<file path="src/rtl/hex_word_latch.sv">
// hex_word_latch
// Holding register and display-control stage ahead of four 7-segment
// decoders. Captures a 16-bit word on an accepted load and presents it as
// four nibbles. Produces per-digit blank requests for leading-zero
// suppression and for a prescaled blink. A set Blank bit means the
// downstream decoder turns that digit fully off.
//
// BLINK_DIV is the number of clock cycles in one blink half-period. It must
// be at least 2.
module hex_word_latch #(
    parameter int BLINK_DIV = 25_000_000
) (
    input  logic        Clock,
    input  logic        Reset,
    input  logic        Load,
    input  logic [15:0] Data,
    input  logic        Hold,
    input  logic        BlankEn,
    input  logic        BlinkEn,
    output logic [3:0]  Digit0,
    output logic [3:0]  Digit1,
    output logic [3:0]  Digit2,
    output logic [3:0]  Digit3,
    output logic [3:0]  Blank,
    output logic        Updated
);

    localparam int               CNT_W    = $clog2(BLINK_DIV);
    localparam logic [CNT_W-1:0] CNT_LAST = CNT_W'(BLINK_DIV - 1);

    logic [15:0]      word;
    logic             updated_q;
    logic [CNT_W-1:0] cnt;
    logic             phase;

    logic             load_accept;
    logic             cnt_wrap;
    logic [3:0]       lz_mask;

    // Hold freezes the register. A load is taken only when Hold is low.
    assign load_accept = Load & ~Hold;
    assign cnt_wrap    = (cnt == CNT_LAST);

    // Word capture and the one-cycle Updated pulse. Reset wins over Load.
    always_ff @(posedge Clock) begin
        // NOTE: non-blocking assignments keep every register sampling the
        // pre-edge values, so ordering inside the block cannot matter.
        if (Reset) begin
            word      <= 16'h0000;
            updated_q <= 1'b0;
        end else begin
            updated_q <= load_accept;
            if (load_accept) begin
                word <= Data;
            end
        end
    end

    // Blink prescaler and phase. The prescaler restarts on reset, while
    // blink is disabled, and on any accepted load. A new value therefore
    // always gets a full on-phase, and the load wins over a wrap that falls
    // on the same edge.
    always_ff @(posedge Clock) begin
        if (Reset || !BlinkEn || load_accept) begin
            cnt   <= '0;
            phase <= 1'b0;
        end else if (cnt_wrap) begin
            cnt   <= '0;
            phase <= ~phase;
        end else begin
            cnt   <= cnt + 1'b1;
        end
    end

    // Leading-zero mask. Each suppressed digit requires every more
    // significant digit to be suppressed as well. Digit 0 is always shown,
    // so a word of zero still displays "0".
    always_comb begin
        // NOTE: giving every always_comb output a default first guarantees
        // it is assigned on every path, so no latch can be inferred.
        lz_mask    = 4'b0000;
        lz_mask[3] = (word[15:12] == 4'h0);
        lz_mask[2] = lz_mask[3] & (word[11:8] == 4'h0);
        lz_mask[1] = lz_mask[2] & (word[7:4] == 4'h0);
        lz_mask[0] = 1'b0;
    end

    // Blank gating. The blink off-phase blanks every digit. Otherwise the
    // leading-zero mask applies, but only when BlankEn is set.
    always_comb begin
        Blank = 4'b0000;
        if (BlinkEn && phase) begin
            Blank = 4'b1111;
        end else if (BlankEn) begin
            Blank = lz_mask;
        end
    end

    assign Digit0  = word[3:0];
    assign Digit1  = word[7:4];
    assign Digit2  = word[11:8];
    assign Digit3  = word[15:12];
    assign Updated = updated_q;

endmodule
</file>
<file path="config.mk">
export PLATFORM = sky130hd
export DESIGN_NAME = hex_word_latch
export DESIGN_NICKNAME = d
export VERILOG_FILES = /design/src/rtl/hex_word_latch.sv
export SDC_FILE = /design/constraint.sdc
export NUM_CORES = 1
export LEC_CHECK = 0
export BUFFER_PORTS_ARGS = -buffer_cell sky130_fd_sc_hd__buf_4
export CORE_ASPECT_RATIO = 1.2
export CORE_MARGIN = 2
export CORE_UTILIZATION = 49
export CTS_CLUSTER_SIZE = 12
export DETAILED_ROUTE_END_ITERATION = 8
export HOLD_SLACK_MARGIN = 0.1
export PLACE_DENSITY = 0.73
export SETUP_SLACK_MARGIN = 0.3
export SYNTH_ARGS = -nofsm -noshare
export SYNTH_HDL_FRONTEND = slang
export SYNTH_SLANG_ARGS = --single-unit
</file>
<file path="constraint.sdc">
create_clock -name Clock -period 5.32 [get_ports Clock]
set_input_delay 0.798 -clock Clock [delete_from_list [all_inputs] [get_ports Clock]]
set_output_delay 0.798 -clock Clock [all_outputs]
set_load 0.02 [all_outputs]
</file>
==> metrics.md <==
| Metric | Value |
|---|---|
| Status | completed |
| Pre-antenna DRT Iters | 4 |
| Crit path max fanout | 3 |
| Routed Wire Length | 3710 um |
| Die Height | about 71 um |
| Max Transition Viols Final | 0 |
| Post-synthesis sequential area ratio | 46.5% |
| Vias/cell | 5.20 |
| Met3 usage | 5.78% |
| First-pass GRT wire length | 6160 um |
| Peak supply drop | 0.155 mV |
| DRC viols | 0 |
| GR Util met2 | between 30% and 40% |
| Yosys top cell area share | 46.5% |
| Sink Count | 43 |
| Endpoints failing setup | 0 |
| Post-DP HPWL | 2700 um |
| Synth-to-Final Area Change | 22.8% |
| Worst-Skew Late Latency | 0.29 ns |
| Row Count | 24 |
| Syn nets | 247 |
| Synth area leader | dfxtp_1 |
| Port buffer count | 42 |
| Cts repair resizes | 0 |
| Post-synth cell types | 32 |
| Maxcap violations | 0 |
| Pwr dens | about 260 nW/um2 |
| Slew HR | 29.1% |
| Dpl ws | 2.73 ns |
| Via count | 1649 |
| Hold buffer count at CTS | 0 |
| M1 GR Usage | 20.7% |
| Clk root buf | clkbuf_8 |
| Cells after synthesis | 224 |
| Async SR Flop Fraction | 0% |
| # IOs | 43 |
| Setup crit start kind | flop |
| EDFF count, synth | 0 |
| DR WL/cell | 11.7 um |
| Die width | 60.1 um |
| Synth Flop Type | dfxtp_1 |
| Routability congestion estimate | roughly 0.74 |
| Setup TNS | 0 ns |
| Total gr overflow | 0 |
| Final ANT Viol Nets | 0 |
| Yosys Warn Count | 0 |
| # Post-CTS Setup Buffers | 0 |
| Syn avg cell area | 8.26 um2 |
| Core footprint | 3630 um2 |
| Worst-path clk slew | approximately 0.07 ns |
| Leading cell type by number of instances after synthesis | nand2_1 |
| Slew @ Worst Pin | 1.06 ns |
| Crit. End Element | primary output |
| Buffer depth of the longest clock path | 2 |
| Top cells by area, synth | dfxtp_1 (47%), nand2_1 (9.1%), a21oi_1 (6.8%), xnor2_1 (3.8%), nor2_1 (3.7%) |
| Hold Fails Final Rpt | 0 |
| Detailed Route Iter0 Violations | 83 |
| Synthesized cell area | 1850 um2 |
| Antenna violations before repair | 0 |
| Total CTS buffers | 5 |
| Nets | 287 |
| Synth Register Bits | 43 |
| Worst Hold Class | reg -> reg |
| WS Path Type | reg -> out |
| Crit path required time | 4.52 ns |
| Top cells by instance count after synthesis | nand2_1 (45), dfxtp_1 (43), a21oi_1 (25) |
| CTS tree | built |
| RSZ-0062 raised after global routing | no |
| Max Freq | 440 MHz |
| GR Util All Layers | roughly a fifth |
| Minimum clock period after layout | ~2.3 ns |
| Grt peak-use layer | met2 |
| H-tree depth | 2 |
| Die footprint | 4290 um2 |
| Layout cells sized above 1 | about a fifth |
| Pleak | 0.834 nW |
| Final period util | 42.8% |
| Final Skew | 0.00350 ns |
| Initial Utilization | 50.9% |
| Worst Path Arrival | 1.48 ns |
| Slack of the critical path | between 3 and 4 ns |
| Ant. Diodes | 0 |
| Largest net degree at the start of global routing | 26 |
| Vias in the first global route | 1480 |
-- kinds of logic after synthesis --
kind of cell	after synthesis	share of synthesized area (%)
flip-flops	43	46.5
XOR/XNOR	13	6.15
adder cells (fa/ha/maj)	1	0.676
buffers and inverters	16	3.79
AND/OR/NAND/NOR	111	30.4
AO/OA/AOI/OAI	40	12.5
-- metal layers --
metal | share of wire [%] | vias to the layer above
met5 | 0 | -
met4 | 2.2 | 0
met3 | 6.5 | 8
met2 | 47 | 51
met1 | 45 | 731
li1 | - | 859
-- flip-flops by register name, indices dropped and copies added, names as in the netlist --
register,cells
Updated,1
cnt,25
phase,1
word,16
-- stage by stage --
stage | power [mW] | hold slack [ns] | area [um2] | std cells | util (%)
2_1_floorplan | 0.369 | 0.442 | 1850 | 224 | -
4_1_cts | 0.594 | 0.460 | 2270 | 317 | 62.5
6_report | 0.586 | 0.454 | 2270 | 317 | 62.5
3_5_place_dp | 0.398 | 0.449 | 2190 | 309 | 60.3
3_3_place_gp | 0.397 | 0.442 | 2190 | 309 | 60.3
5_1_grt | 0.612 | 0.486 | 2270 | 317 | 62.5
-- layout make-up --
cell class	count	area, um2
Clock buffer	7	76.3
Clock inverter	1	5.00
Fill cell	342	1360
Inverter	6	22.5
Multi-Input combinational cell	165	920
Sequential cell	43	861
Tap cell	52	65.1
Timing Repair Buffer	43	323
-- critical path, cell delays in order (launching register included) --
cell and delay [ns]:
dfxtp_1 0.33, or4_1 0.50, o21ai_0 0.18, buf_4 0.17
-- layout by cell type (no fill, tap or decap), drive strengths merged --
| cell | count |
|---|---|
| nand2 | 45 |
| dfxtp | 43 |
| buf | 43 |
| a21oi | 26 |
| nor2 | 18 |
| nand3 | 10 |
| or4 | 9 |
| xnor2 | 8 |
| clkbuf | 7 |
| inv | 6 |
| o21ai | 6 |
| or3 | 6 |
| nand4 | 6 |
| xor2 | 5 |
| o31ai | 5 |
| nor4 | 4 |
| nor3 | 4 |
| and4 | 2 |
| and3 | 2 |
| nand2b | 2 |
| nor4b | 1 |
| nor2b | 1 |
| nor3b | 1 |
| a21o | 1 |
| o311ai | 1 |
| o41ai | 1 |
| ha | 1 |
| clkinv | 1 |
-- worst paths after layout --
check | from | endpoint | slack [ns] | depth (start not counted)
min | word[0]$_SDFFE_PP0P_ | word[0]$_SDFFE_PP0P_ | 0.45 | 2
max | word[4]$_SDFFE_PP0P_ | Blank[1] | 3.05 | 3
max reg2reg | cnt[0]$_SDFF_PP0_ | cnt[24]$_SDFF_PP0_ | 3.24 | 5
min reg2reg | word[0]$_SDFFE_PP0P_ | word[0]$_SDFFE_PP0P_ | 0.45 | 2
-- power by group --
| part | switching, mW | total (mW) | internal (mW) |
|---|---|---|---|
| Clock | 0.104 | 0.196 | 0.0921 |
| Combinational | 0.0300 | 0.0569 | 0.0269 |
| Sequential | 0.00459 | 0.333 | 0.328 |
Note: power is estimated with default switching activity, not from simulation.
